$ cat config.mk
export PLATFORM = sky130hd
export DESIGN_NAME = sll_iter
export DESIGN_NICKNAME = d
export VERILOG_FILES = /design/src/rtl/sll_iter.sv
export SDC_FILE = /design/constraint.sdc
export NUM_CORES = 1
export LEC_CHECK = 0
export BUFFER_PORTS_ARGS = -buffer_cell sky130_fd_sc_hd__buf_2
export CAP_MARGIN = 20
export CORE_MARGIN = 2
export CORE_UTILIZATION = 55
export CTS_CLUSTER_SIZE = 12
export DETAILED_ROUTE_END_ITERATION = 16
export PLACE_DENSITY = 0.78
export SYNTH_ARGS = -nofsm -noshare
export SYNTH_HDL_FRONTEND = slang
export SYNTH_SLANG_ARGS = --single-unit
$ cat constraint.sdc
create_clock -name clock -period 3.2 [get_ports clock]
set_input_delay 0.16 -clock clock [delete_from_list [all_inputs] [get_ports clock]]
set_output_delay 0.16 -clock clock [all_outputs]
set_load 0.01 [all_outputs]
$ cat src/rtl/sll_iter.sv
// ---------------------------------------------------------------------------
// sll_iter -- iterative logical left shifter with overflow detection.
//
// One barrel-shifter stage is applied per clock, MSB stage first, so an
// operation always takes SHW SHIFT cycles followed by one DONE cycle,
// independent of the shift amount.
//
// Ports
//   clock      sole clock, rising edge
//   reset      asynchronous, active-low reset
//   start      operation request (accepted in IDLE, and on DONE's exit edge)
//   A          operand, latched on an accepted start
//   shamt      shift amount 0..WIDTH-1, latched on an accepted start
//   busy       high while in SHIFT or DONE
//   result     A << shamt, zero-filled; valid while resultRDY is high
//   ovf        high if any 1 bit was shifted out past bit WIDTH-1
//   resultRDY  one-cycle pulse marking result/ovf valid
// ---------------------------------------------------------------------------
module sll_iter #(
    parameter int WIDTH = 32,
    parameter int SHW   = 5
) (
    input  logic             clock,
    input  logic             reset,
    input  logic             start,
    input  logic [WIDTH-1:0] A,
    input  logic [SHW-1:0]   shamt,
    output logic             busy,
    output logic [WIDTH-1:0] result,
    output logic             ovf,
    output logic             resultRDY
);

    typedef enum logic [1:0] {
        IDLE,
        SHIFT,
        DONE
    } state_t;

    state_t           state;
    logic [SHW-1:0]   amt;
    logic [SHW-1:0]   idx;
    logic [SHW:0]     step;
    logic [2*WIDTH-1:0] wide;
    logic             accept;

    // The edge that leaves DONE is also the first edge on which a new
    // request may be sampled, so a held start restarts every SHW+1 edges.
    assign accept = start && (state == IDLE || state == DONE);

    // Current stage: shift by 2**idx into a double-width word; the upper
    // half holds exactly the bits discarded from the top.
    always_comb begin
        step = (SHW+1)'(1) << idx;
        wide = {{WIDTH{1'b0}}, result} << step;
    end

    always_ff @(posedge clock or negedge reset) begin
        if (!reset) begin
            state     <= IDLE;
            busy      <= 1'b0;
            resultRDY <= 1'b0;
            result    <= '0;
            ovf       <= 1'b0;
            amt       <= '0;
            idx       <= SHW'(SHW-1);
        end else if (accept) begin
            state     <= SHIFT;
            busy      <= 1'b1;
            resultRDY <= 1'b0;
            result    <= A;
            amt       <= shamt;
            ovf       <= 1'b0;
            idx       <= SHW'(SHW-1);
        end else begin
            case (state)
                IDLE: begin
                    busy      <= 1'b0;
                    resultRDY <= 1'b0;
                end
                SHIFT: begin
                    if (amt[idx]) begin
                        result <= wide[WIDTH-1:0];
                        ovf    <= ovf | (|wide[2*WIDTH-1:WIDTH]);
                    end
                    if (idx == '0) begin
                        state     <= DONE;
                        resultRDY <= 1'b1;
                    end else begin
                        idx <= idx - SHW'(1);
                    end
                end
                DONE: begin
                    state     <= IDLE;
                    busy      <= 1'b0;
                    resultRDY <= 1'b0;
                end
                default: begin
                    state     <= IDLE;
                    busy      <= 1'b0;
                    resultRDY <= 1'b0;
                end
            endcase
        end
    end

endmodule

* Word-level counts from Yosys, hierarchy flattened *
Cells that the tools add are included.

operators by class
  magnitude comparators = 1
  reduce and logical (&&, ||, !) cells = 10
  bitwise logic cells = 1
  shift-type cells = 2
  add/subtract/negate cells = 1
  multiplexer cells = 19
  equal/unequal tests = 6

operators with widths
  operator                                                     count
  two-way mux 32 bit                                           3
  left shift 32 x 6 -> 64 bit                                  1
  OR reduction 32 bit                                          1
  two-way mux 5 bit                                            3
  two-way mux 1 bit                                            9
  != test 2 bit (second input constant)                        3
  AND reduction 2 bit                                          3
  left shift 1 x 5 -> 6 bit (first input constant)             1
  logical NOT 5 bit                                            1
  less-than comparator 5 x 4 -> 1 bit (second input constant)  1
  subtractor 5 x 1 -> 5 bit (second input constant)            1
  two-way mux 2 bit                                            2
  one-hot mux 2 bit (2 select lines)                           1
  nonzero test 2 bit                                           2
  binary-select mux 1 bit (select 3 bit)                       1
  != test 3 bit (second input constant)                        1
  equality test 2 x 1 -> 1 bit (second input constant)         1
  equality test 2 bit (second input constant)                  1
  logical NOT 2 bit                                            1
  logical AND 1 bit                                            1
  logical OR 1 bit                                             1
  OR 1 bit                                                     1

storage, ports and cells
  input bits = 40
  flip-flop bits (word level) = 47
  output and inout bits = 35
  word-level logic and storage cells = 47

* Longest topological paths before layout *
Gate-level depths: netlist of run 1.

  depth after elaboration = 7
  mapped depth = 12

* Worst setup path after synthesis of run 1 *
Ideal clock, no wire load.

  kind = flip-flop to flip-flop
  start point = register idx[1]
  end point = register ovf
  slack = 0.686 ns
  data required time = 3.077 ns
  cell stages (with the launch flop) = 11
  path buffers = 2
  arrival time = 2.391 ns
  setup time = 0.123 ns
  cells stage by stage = dfrtp_1 -> buf_2 -> nor4_4 -> buf_2 -> mux2_2 -> or3_1 -> o211ai_1 -> nand2_1 -> nor4_1 -> o21a_1 -> a21oi_1

on the way
  word-level cells in the longest chain between the ends = 7
  elaborated cells on any way between the ends = 11
  those cells by class = shift (2); mux (5); bitwise (1); reduce/logical (3)

ends and longest elaborated chain
  item                         line  RTL
  start, declared              42    logic [SHW-1:0] idx;
  start signal, assigned       66    idx <= SHW'(SHW-1);
  start signal, assigned       74    idx <= SHW'(SHW-1);
  start signal, assigned       90    idx <= idx - SHW'(1);
  left shift 1 x 5 -> 6 bit    54    step = (SHW+1)'(1) << idx;
  left shift 32 x 6 -> 64 bit  55    wide = {{WIDTH{1'b0}}, result} << step;
  OR reduction 32 bit          84    ovf <= ovf | (|wide[2*WIDTH-1:WIDTH]);
  OR 1 bit                     84
  two-way mux 1 bit            82    if (amt[idx]) begin
  two-way mux 1 bit            76    case (state)
  two-way mux 1 bit            67    end else if (accept) begin
  end signal, assigned         84
  end, declared                30    output logic ovf,

Several ways; a longest one is shown, not always the timed one. The select of a mux whose other input is x is not followed.
A chain may end at the register's enable or synchronous reset.

* Final worst setup path of run 1 *
Ends and elaborated chain as after synthesis.

==> flow_metrics.env, run 1 <==
export IMPL_synth_nets=497
export IMPL_worstSetupPathType="reg2reg"
export IMPL_synth_cell_types=63
export IMPL_regToRegEndpoint="ovf$_DFFE_PN0P_"
export IMPL_multi_input_area_mm2=0.00241
export IMPL_seq_area_frac_synth_pct=31.0
export IMPL_die_area_mm2=0.00758
export IMPL_cts_htree_levels=2
export IMPL_crit_top_cell="a21oi_1"
export IMPL_run_status="completed"
export IMPL_cts_tree="done"
export IMPL_place_ws_ps=376
export IMPL_p_per_area_mw_per_mm2=1240
export IMPL_grt_overflow=0
export IMPL_r2r_start="idx[1]$_DFFE_PN0P_"
export IMPL_final_cells=605
export IMPL_hold_class="in2reg"
export IMPL_cts_sinks=47
export IMPL_avgSynthCellArea_um2=8.34
export IMPL_port_buffers=74
export IMPL_cp_slowest_cell="dfrtp_1"
export IMPL_synth_edf_count=0
export IMPL_wl_per_cell_um=22.5
export IMPL_core_mm2=0.00672
export IMPL_track_usage_pct=37.4
export IMPL_viasPerCell=6.79
export IMPL_drc=0
export IMPL_grt_pass1_vias=3857
export IMPL_grt_pass1_wl_um=21600
export IMPL_drt_initial_drc_count=469
export IMPL_critPathMaxStageDelay_ps=520
export IMPL_rsz0062_at_grt="false"
export IMPL_ys_warnings_count=0
export IMPL_drive_gt1_share_pct=25.9
export IMPL_r2r_slack_ps=300
export IMPL_syn2layout_area_growth_pct=16.4
export IMPL_totalWireLength_um=13600
export IMPL_setup_violations_final=0
export IMPL_row_count=30
export IMPL_worst_r2r_path_depth=9
export IMPL_path_max_fanout=14
export IMPL_antenna_found_initial=0
export IMPL_synth_area_leaders="dfrtp_1 30%, nand2_1 7.3%, mux2i_1 6.1%"
export IMPL_fill_cells=614
export IMPL_antenna_cells=0
export IMPL_hold_viol_final=0
export IMPL_start_util_pct=56.5
export IMPL_synthArstFlopShare_pct=100
export IMPL_hold_end="amt[4]$_DFFE_PN0P_"
export IMPL_setup_ws_ps=302
export IMPL_max_slew_margin_pct=51.7
export IMPL_ys_seq_elements=47
export IMPL_fin_nets=566
export IMPL_gp_congestion=1.07
export IMPL_worst_ep_required_time_ps=3390
export IMPL_leakage_nw=1.95
export IMPL_die_y_um=87.1
export IMPL_drtPass1Iterations=5
export IMPL_tns_ps=0
export IMPL_post_cts_repair_setup_buffers=0
export IMPL_fmax_mhz=345
export IMPL_cts_path_max_buffers=2
export IMPL_hold_slack_ps=42.9
export IMPL_grt_max_degree=48
export IMPL_cap_violations=0
export IMPL_cp_cell_sequence="nor4_4 -> buf_4 -> mux2_2 -> a21oi_1 -> nand4b_1 -> or4_1 -> o21ai_1 -> o21a_1 -> a21oi_1"
export IMPL_clk_pin_slew_ps=80
export IMPL_internal_power_w=0.00258
export IMPL_layout_min_cycle_time_ps=2900
export IMPL_p_comb_share_pct=66.2
export IMPL_worstMarginPinSlew_ps=724
export IMPL_period_share_pct=90.6
export IMPL_die_w_um=87.1
export IMPL_final_core_util_pct=65.8
export IMPL_clockRootBuffer="clkbuf_8"
export IMPL_seq_area_mm2=0.00118
export IMPL_start_kind="flip-flop"
export IMPL_syn_inst=455
export IMPL_fin_skew_ps=9.73
export IMPL_min_from="shamt[4]"
export IMPL_synth_top_flop_cell="dfrtp_1"
export IMPL_slew_viol_final=0
export IMPL_io_pins=75
export IMPL_insertion_delay_ps=310
export IMPL_min_path_cells=3
export IMPL_dp_final_hpwl_um=10000
export IMPL_placed_cells=595
export IMPL_cts_buffers=5
export IMPL_p_switching_w=0.00289
export IMPL_clockPowerShare_pct=6.5
export IMPL_num_vias=4108
export IMPL_yosys_area_top_type_share_pct=30.3
export IMPL_netlist_top_cell_by_area="dfrtp_1"
export IMPL_cp_arrival_ps=3090
export IMPL_ant_nets=0
export IMPL_yosysMostFrequentCell="nand2_1"
export IMPL_netSwitchingFraction_pct=52.9
export IMPL_synth_commonest_cells="74 x nand2_1, 46 x dfrtp_1, 34 x o21ai_0, 26 x a21oi_1, 25 x nor2_1"
export IMPL_synth_area_mm2=0.00380
export IMPL_end_kind="flip-flop"
export IMPL_worst_ir_drop_vdd_v=0.000640
export IMPL_power_frac_seq_pct=27.4
[what timing repair did]
| item | in CTS | in global routing |
|---|---|---|
| endpoints found under the hold margin | 0 | 19 |
| gates resized for setup | 0 | 0 |
| hold buffers | 0 | 1 |
| endpoints found under the setup margin | 0 | 0 |
[routing by layer]
layer / wire length, µm / global-route usage, %
met3: 1200 / 5.40
met5: 0 / 0
met4: 633 / 18.6
met2: 6230 / 57.7
met1: 5570 / 50.9
[metrics by stage]
step	total power [W]	area, µm²
finish	0.00546	4420
global route	0.00584	4420
CTS	0.00538	4390
detailed placement	0.00501	4310
global placement	0.00499	4310
floorplan	0.00370	3800
[how the worst max path moves through the flow]
stage          slack (ps)               to  cells after the start               start
6_report              300  ovf$_DFFE_PN0P_                      9  idx[1]$_DFFE_PN0P_
5_1_grt               150  ovf$_DFFE_PN0P_                      9  idx[1]$_DFFE_PN0P_
4_1_cts               350  ovf$_DFFE_PN0P_                      9  idx[1]$_DFFE_PN0P_
3_5_place_dp          380  ovf$_DFFE_PN0P_                      9  idx[4]$_DFFE_PN0P_
3_3_place_gp          400  ovf$_DFFE_PN0P_                      9  idx[1]$_DFFE_PN0P_
2_1_floorplan         690  ovf$_DFFE_PN0P_                     10  idx[1]$_DFFE_PN0P_
[worst max-delay path, delay by kind of cell, from the launching register on]
family                 cells  cell delay, ps
DFF                        1             520
buffers and inverters      1             270
and+or+nand+nor            3             940
AOI/OAI and AO/OA          4             660
muxes                      1             390
[placed cells by master, fill, tap and decap left out, drive strengths merged, types with 8 or more instances in the layout]
cell    instances
clkbuf          8
a21oi          26
mux2i          23
buf           102
a22oi          22
nand2          74
o21ai          38
o22ai          10
nor2           25
dfrtp          46
nor3            9
mux2           19
nand3          18
[power by group through the flow]
stage / clock network, W / logic [W] / registers (W)
after floorplan: 0 / 0.00242 / 0.00128
after global routing: 0.000382 / 0.00394 / 0.00152
after global placement: 0 / 0.00353 / 0.00147
after CTS: 0.000361 / 0.00356 / 0.00146
after detailed placement: 0 / 0.00354 / 0.00147
final: 0.000355 / 0.00361 / 0.00149
[cells by family after synthesis]
group / synth area share, %
adder cells (fa/ha/maj): 0.659
AO/OA/AOI/OAI: 25.6
multiplexers: 15.9
flip-flops: 31.0
buffers and inverters: 5.64
XOR/XNOR: 0.692
AND/OR/NAND/NOR: 20.6
[sequential cells by signal (all words and copies together), names as in the netlist]
signal and flops:
ovf 1, busy 1, result 32, idx 5
amt 5, resultRDY 1, state 2
[area by class of cell]
class | instances | area share [%]
clock buffers | 8 | 1.81
inverters | 5 | 0.425
multi-input cells | 362 | 54.6
flip-flops and latches | 47 | 26.7
well taps | 80 | 2.27
repair buffers | 103 | 14.2
No activity file was read; power rests on OpenSTA's default activity.
==> run 2: changes to the inputs <==
--- a/config.mk
+++ b/config.mk
@@ -8,10 +8,11 @@
 export BUFFER_PORTS_ARGS = -buffer_cell sky130_fd_sc_hd__buf_2
 export CAP_MARGIN = 20
 export CORE_MARGIN = 2
-export CORE_UTILIZATION = 55
+export CORE_UTILIZATION = 56
 export CTS_CLUSTER_SIZE = 12
 export DETAILED_ROUTE_END_ITERATION = 16
-export PLACE_DENSITY = 0.78
+export PLACE_DENSITY = 0.79
 export SYNTH_ARGS = -nofsm -noshare
 export SYNTH_HDL_FRONTEND = slang
 export SYNTH_SLANG_ARGS = --single-unit
+export TNS_END_PERCENT = 30
==> run 2 against run 1 <==
Clock power increased by 16%. Non-clock buffer count decreased by 2. Critical path depth decreased by 1. Via count up 1.8%. First-iteration DRC count grew 19%. Die area fell by 1.7%. Final cell count down 0.33%. Final area down 0.28%. Maximum frequency fell by 2.3%. Global-route usage about the same. Wire length up 1.4%. Worst setup slack got worse by 69 ps.
==> flow_metrics.env, run 2 (synthesis results as in run 1) <==
export IMPL_fin_nets=564
export IMPL_die_area_mm2=0.00745
export IMPL_cts_sinks=47
export IMPL_min_path_cells=3
export IMPL_clockRootBuffer="clkbuf_8"
export IMPL_cp_arrival_ps=3160
export IMPL_tns_ps=0
export IMPL_max_slew_margin_pct=53.4
export IMPL_worst_ir_drop_vdd_v=0.000645
export IMPL_ant_nets=0
export IMPL_worstMarginPinSlew_ps=700
export IMPL_fmax_mhz=337
export IMPL_final_core_util_pct=65.9
export IMPL_mostFrequentLayoutCells="74 x nand2_1, 74 x buf_2, 45 x dfrtp_1, 34 x o21ai_0, 26 x a21oi_1"
export IMPL_drc=0
export IMPL_port_buffers=74
export IMPL_gp_congestion=1.05
export IMPL_grt_pass1_vias=3799
export IMPL_wl_per_cell_um=22.9
export IMPL_end_kind="flip-flop"
export IMPL_insertion_delay_ps=300
export IMPL_row_count=30
export IMPL_grt_pass1_wl_um=21400
export IMPL_hold_class="in2reg"
export IMPL_run_status="completed"
export IMPL_core_mm2=0.00668
export IMPL_die_y_um=86.3
export IMPL_place_ws_ps=350
export IMPL_clk_pin_slew_ps=90
export IMPL_drtPass1Iterations=5
export IMPL_syn2layout_area_growth_pct=16.1
export IMPL_totalWireLength_um=13800
export IMPL_viasPerCell=6.94
export IMPL_cts_path_max_buffers=2
export IMPL_antenna_cells=0
export IMPL_hold_viol_final=0
export IMPL_dp_final_hpwl_um=9950
export IMPL_track_usage_pct=37.4
export IMPL_die_w_um=86.3
export IMPL_drive_gt1_share_pct=26.0
export IMPL_grt_overflow=0
export IMPL_setup_ws_ps=233
export IMPL_p_per_area_mw_per_mm2=1240
export IMPL_setup_violations_final=0
export IMPL_io_pins=75
export IMPL_fin_skew_ps=4.70
export IMPL_num_vias=4182
export IMPL_worst_ep_required_time_ps=3400
export IMPL_start_kind="flip-flop"
export IMPL_top_regs="result x32, amt x5, idx x5"
export IMPL_worst_r2r_path_depth=8
export IMPL_worstSetupPathType="reg2reg"
export IMPL_layout_min_cycle_time_ps=2970
export IMPL_regMostFlops="result"
export IMPL_largest_reg_flops=32
export IMPL_cap_violations=0
export IMPL_post_cts_repair_setup_buffers=0
export IMPL_period_share_pct=92.7
export IMPL_grt_max_degree=48
export IMPL_cts_tree="done"
export IMPL_start_util_pct=56.8
export IMPL_cts_htree_levels=2
export IMPL_path_max_fanout=13
export IMPL_slew_viol_final=0
export IMPL_leakage_nw=1.95
export IMPL_rsz0062_at_grt="false"
export IMPL_antenna_found_initial=0
export IMPL_drt_initial_drc_count=558
export IMPL_cts_buffers=5
-- run 2: cell count changes in the layout (fill, tap and decap cells not counted) --
cell and change:
clkbuf_1 -2, clkbuf_8 +2, buf_12 -3, buf_16 +1
-- run 2: power by group --
group | total, W | leakage (nW) | internal [W] | switching, W
Combinational | 0.00360 | 1.32 | 0.00149 | 0.00211
Sequential | 0.00146 | 0.580 | 0.000876 | 0.000587
Clock | 0.000411 | 0.0515 | 0.000198 | 0.000213
Total | 0.00547 | 1.95 | 0.00256 | 0.00291
-- run 2: per-layer routing --
metal | routed length [µm] | global-route usage [%] | vias to the layer above
met1 | 5780 | 52.8 | 2009
met5 | 0 | 0 | -
met2 | 6260 | 56.6 | 277
met3 | 1170 | 5.43 | 47
met4 | 618 | 17.5 | 0
li1 | - | - | 1849
-- run 2: worst paths after layout --
| kind | startpoint | to | slack (ps) |
|---|---|---|---|
| worst max-delay path | idx[4]$_DFFE_PN0P_ | ovf$_DFFE_PN0P_ | 230 |
| worst min-delay path | shamt[2] | amt[2]$_DFFE_PN0P_ | 40 |
| worst max register to register | idx[4]$_DFFE_PN0P_ | ovf$_DFFE_PN0P_ | 230 |
| worst min register to register | amt[4]$_DFFE_PN0P_ | amt[4]$_DFFE_PN0P_ | 490 |
| max in group asynchronous | reset | idx[2]$_DFFE_PN1P_ | 2220 |
| min in group asynchronous | reset | state[1]$_DFFE_PN0P_ | 380 |
-- run 2: cell type report --
class / instances / area [µm²]
flip-flops and latches: 47 / 1180
fillers: 590 / 2280
repair buffers: 101 / 596
inverters: 5 / 18.8
clock buffers: 8 / 100
well taps: 80 / 100
multi-input cells: 362 / 2410
-- run 2: through the flow --
stage | cell area (µm²) | hold slack, ps | instances | power, W
3_5_place_dp | 4270 | 352 | 593 | 0.00494
5_1_grt | 4410 | 47.7 | 603 | 0.00581
3_3_place_gp | 4270 | 349 | 593 | 0.00492
6_report | 4410 | 38.3 | 603 | 0.00547
4_1_cts | 4370 | 41.0 | 601 | 0.00535
2_1_floorplan | 3800 | -136 | 455 | 0.00370
-- run 2: timing repair --
action	4_1_cts	5_1_grt
gates resized for setup	0	0
endpoints found under the hold margin	0	22
hold buffers	0	1
-- run 2: worst max-delay path, stage by stage, from the launching register on --
cell      delay [ps]
dfrtp_1          510
or3_1            670
o32a_1           450
o221ai_2         120
nand4b_1         140
or4_1            600
o21ai_1          170
o21a_1           140
a21oi_1           50
==> run 3: changes to the inputs <==
--- a/config.mk
+++ b/config.mk
@@ -5,13 +5,13 @@
 export SDC_FILE = /design/constraint.sdc
 export NUM_CORES = 1
 export LEC_CHECK = 0
+export ABC_AREA = 1
 export BUFFER_PORTS_ARGS = -buffer_cell sky130_fd_sc_hd__buf_2
 export CAP_MARGIN = 20
-export CORE_MARGIN = 2
-export CORE_UTILIZATION = 56
+export CORE_UTILIZATION = 58
 export CTS_CLUSTER_SIZE = 12
 export DETAILED_ROUTE_END_ITERATION = 16
-export PLACE_DENSITY = 0.79
+export PLACE_DENSITY = 0.8
 export SYNTH_ARGS = -nofsm -noshare
 export SYNTH_HDL_FRONTEND = slang
 export SYNTH_SLANG_ARGS = --single-unit
==> run 3 against run 2 <==
Area after synthesis is 22% higher. Clock-buffer cell count is 2 lower. Clock power is 22% higher. Worst setup slack worse by 43 ps. First-iteration DRC count is 76% higher. Power is 23% higher. Final cell count is 57% higher. Sequential power is 16% lower. Sequential share of layout area is 4.2 points lower. Global-route usage is 6.2 points higher. Critical endpoint unchanged.
==> flow_metrics.env, run 3 <==
export IMPL_hold_class="in2reg"
export IMPL_worst_ir_drop_vdd_v=0.000735
export IMPL_synth_cell_types=30
export IMPL_gp_congestion=1.05
export IMPL_cap_violations=0
export IMPL_die_area_mm2=0.00837
export IMPL_max_slew_margin_pct=34.6
export IMPL_cts_sinks=47
export IMPL_regMostFlops="result"
export IMPL_synth_top_family_by_area="simple AND/OR/NAND/NOR gates"
export IMPL_syn_inst=791
export IMPL_regToRegEndpoint="ovf$_DFFE_PN0P_"
export IMPL_p_per_area_mw_per_mm2=1290
export IMPL_netlist_top_cell_by_area="dfrtp_1"
export IMPL_avgSynthCellArea_um2=5.87
export IMPL_crit_end="ovf$_DFFE_PN0P_"
export IMPL_ant_nets=0
export IMPL_path_max_fanout=30
export IMPL_totalWireLength_um=18000
export IMPL_grt_overflow=0
export IMPL_slew_viol_final=0
export IMPL_io_pins=75
export IMPL_period_share_pct=94.1
export IMPL_worst_ep_required_time_ps=3410
export IMPL_dp_final_hpwl_um=13100
export IMPL_fin_nets=885
export IMPL_wl_per_cell_um=19.1
export IMPL_r2r_slack_ps=190
export IMPL_hold_viol_final=0
export IMPL_cts_htree_levels=2
export IMPL_synth_commonest_cells="302 x nand2_1, 215 x nand3_1, 49 x inv_1, 46 x dfrtp_1, 28 x nand4_1"
export IMPL_cts_buffers=5
export IMPL_synth_area_mm2=0.00465
export IMPL_startpoint="idx[4]$_DFFE_PN0P_"
export IMPL_die_w_um=91.5
export IMPL_setup_violations_final=0
export IMPL_track_usage_pct=43.6
export IMPL_top_regs="result x32, amt x5, idx x5"
export IMPL_synth_compound_area_share_pct=6.97
export IMPL_cp_cell_sequence="inv_2 -> nand3_2 -> nor2_4 -> inv_2 -> nand3_1 -> nand2_1 -> nand2_1 -> nand2_1 -> nand3_1 -> nand2_1 -> nor2_1 -> nand2_1 -> nor2_1 -> nand2_1 -> inv_1 -> nand3_1 -> nand3_1 -> nand2_1"
export IMPL_synth_top_flop_cell="dfrtp_1"
export IMPL_cp_num_buf_inv=3
export IMPL_seq_area_frac_synth_pct=25.3
export IMPL_crit_top_cell="nand2_1"
export IMPL_cp_num_cells=18
export IMPL_critPathMaxStageDelay_ps=430
export IMPL_layout_min_cycle_time_ps=3010
export IMPL_clk_pin_slew_ps=110
export IMPL_mostFrequentLayoutCells="302 x nand2_1, 215 x nand3_1, 74 x buf_2, 49 x inv_1, 46 x dfrtp_1"
export IMPL_yosysMostFrequentCell="nand2_1"
export IMPL_worst_r2r_path_depth=18
export IMPL_worstMarginPinSlew_ps=980
export IMPL_synth_simple_area_share_pct=56.3
export IMPL_worstSetupPathType="reg2reg"
export IMPL_synth_edf_count=0
export IMPL_run_status="completed"
export IMPL_synthXorXnorAreaFrac_pct=0.188
export IMPL_tns_ps=0
export IMPL_synthMuxAreaShare_pct=0
export IMPL_start_util_pct=60.1
export IMPL_syn2layout_area_growth_pct=12.4
export IMPL_clockRootBuffer="clkbuf_8"
export IMPL_antenna_found_initial=0
export IMPL_synth_area_leaders="dfrtp_1 25%, nand2_1 24%, nand3_1 23%"
export IMPL_viasPerCell=6.37
export IMPL_core_mm2=0.00773
export IMPL_ys_warnings_count=0
export IMPL_synth_nets=833
export IMPL_fmax_mhz=332
export IMPL_row_count=32
export IMPL_mostFrequentLayoutCell="nand2_1"
export IMPL_yosys_area_top_type_share_pct=24.8
export IMPL_ys_seq_elements=47
export IMPL_drt_initial_drc_count=982
export IMPL_antenna_cells=0
export IMPL_largest_reg_flops=32
export IMPL_path_delay_family="simple AND/OR/NAND/NOR gates"
export IMPL_drtPass1Iterations=7
export IMPL_drive_gt1_share_pct=14.9
export IMPL_num_vias=6025
export IMPL_insertion_delay_ps=320
export IMPL_r2r_start="idx[4]$_DFFE_PN0P_"
export IMPL_grt_pass1_wl_um=28100
export IMPL_drc=0
export IMPL_fin_skew_ps=11.1
export IMPL_rsz0062_at_grt="false"
export IMPL_synthArstFlopShare_pct=100
export IMPL_yosys_area_share_adder_pct=0.539
export IMPL_cp_arrival_ps=3220
export IMPL_cp_slowest_cell="dfrtp_1"
export IMPL_end_kind="flip-flop"
export IMPL_min_path_cells=3
export IMPL_start_kind="flip-flop"
export IMPL_cts_tree="done"
export IMPL_leakage_nw=2.76
export IMPL_hold_slack_ps=30.7
export IMPL_cts_path_max_buffers=2
export IMPL_die_y_um=91.5
export IMPL_grt_pass1_vias=5513
export IMPL_grt_max_degree=48
export IMPL_port_buffers=74
-- run 3: changes by cell type in the layout (fill, tap and decap cells not counted), sizes merged, moves of 8 or more --
cell / previous run / this run
nand3: 18 / 218
o22ai: 10 / 2
o21ai: 38 / 9
a22oi: 22 / 0
inv: 4 / 58
mux2: 19 / 0
nand4: 5 / 28
o211ai: 3 / 20
o311ai: 1 / 11
a21oi: 26 / 4
mux2i: 23 / 0
nand2: 74 / 304
-- run 3: what timing repair did --
item	CTS	global route
endpoints found under the setup margin	0	1
buffers inserted	0	6
resized for setup	0	0
hold buffers	0	1
hold endpoints to repair	0	46
-- run 3: how the worst min path moves through the flow --
stage / from / endpoint / slack [ps]
floorplan: reset / amt[0]$_DFFE_PN0P_ / -140
global placement: shamt[2] / amt[2]$_DFFE_PN0P_ / 350
detailed placement: shamt[0] / amt[0]$_DFFE_PN0P_ / 360
CTS: shamt[0] / amt[0]$_DFFE_PN0P_ / 40
global route: shamt[3] / amt[3]$_DFFE_PN0P_ / 50
finish: shamt[3] / amt[3]$_DFFE_PN0P_ / 30
-- run 3: worst register-to-register path, stage by stage (launching register included) --
cell and delay (ps):
dfrtp_1 430, inv_2 360, nand3_2 290, nor2_4 190
inv_2 240, nand3_1 170, nand2_1 150, nand2_1 170
nand2_1 100, nand3_1 90, nand2_1 70, nor2_1 100
nand2_1 80, nor2_1 90, nand2_1 100, inv_1 70
nand3_1 60, nand3_1 70, nand2_1 70
-- run 3: where the power goes --
part / internal (W) / switching (W)
registers: 0.000901 / 0.000332
clock network: 0.000258 / 0.000244
logic: 0.00154 / 0.00346
total: 0.00270 / 0.00404
-- run 3: routing by layer --
metal	wire length [µm]	track usage [%]	up-vias
li1	-	-	2760
met1	7110	58.8	2699
met2	7640	65.8	481
met3	2590	12.5	85
met4	704	16.3	0
met5	0	0	-
-- run 3: cells by family after synthesis --
| kind of cell | count (synthesis) |
|---|---|
| flops | 47 |
| fa+ha+maj | 2 |
| compound gates | 46 |
| buf+inv | 110 |
| xor+xnor | 1 |
| simple gates | 585 |
-- run 3: through the flow --
stage,cell area (µm²),power (W),cells,worst slack [ps],util (%)
floorplan,4650,0.00452,791,1070,-
CTS,5130,0.00638,937,194,66.4
detailed placement,5010,0.00588,929,227,64.8
global route,5230,0.00722,946,46.4,67.6
finish,5230,0.00674,946,190,67.6
global placement,5010,0.00581,929,260,64.8
-- run 3: cell type report --
cell class | instances | area [µm²]
multi-input combinational | 635 | 2990
clock inverter | 2 | 38.8
fill | 735 | 2500
inverter | 58 | 218
sequential | 47 | 1180
clock buffer | 6 | 82.6
tap | 102 | 128
timing repair buffer | 96 | 588
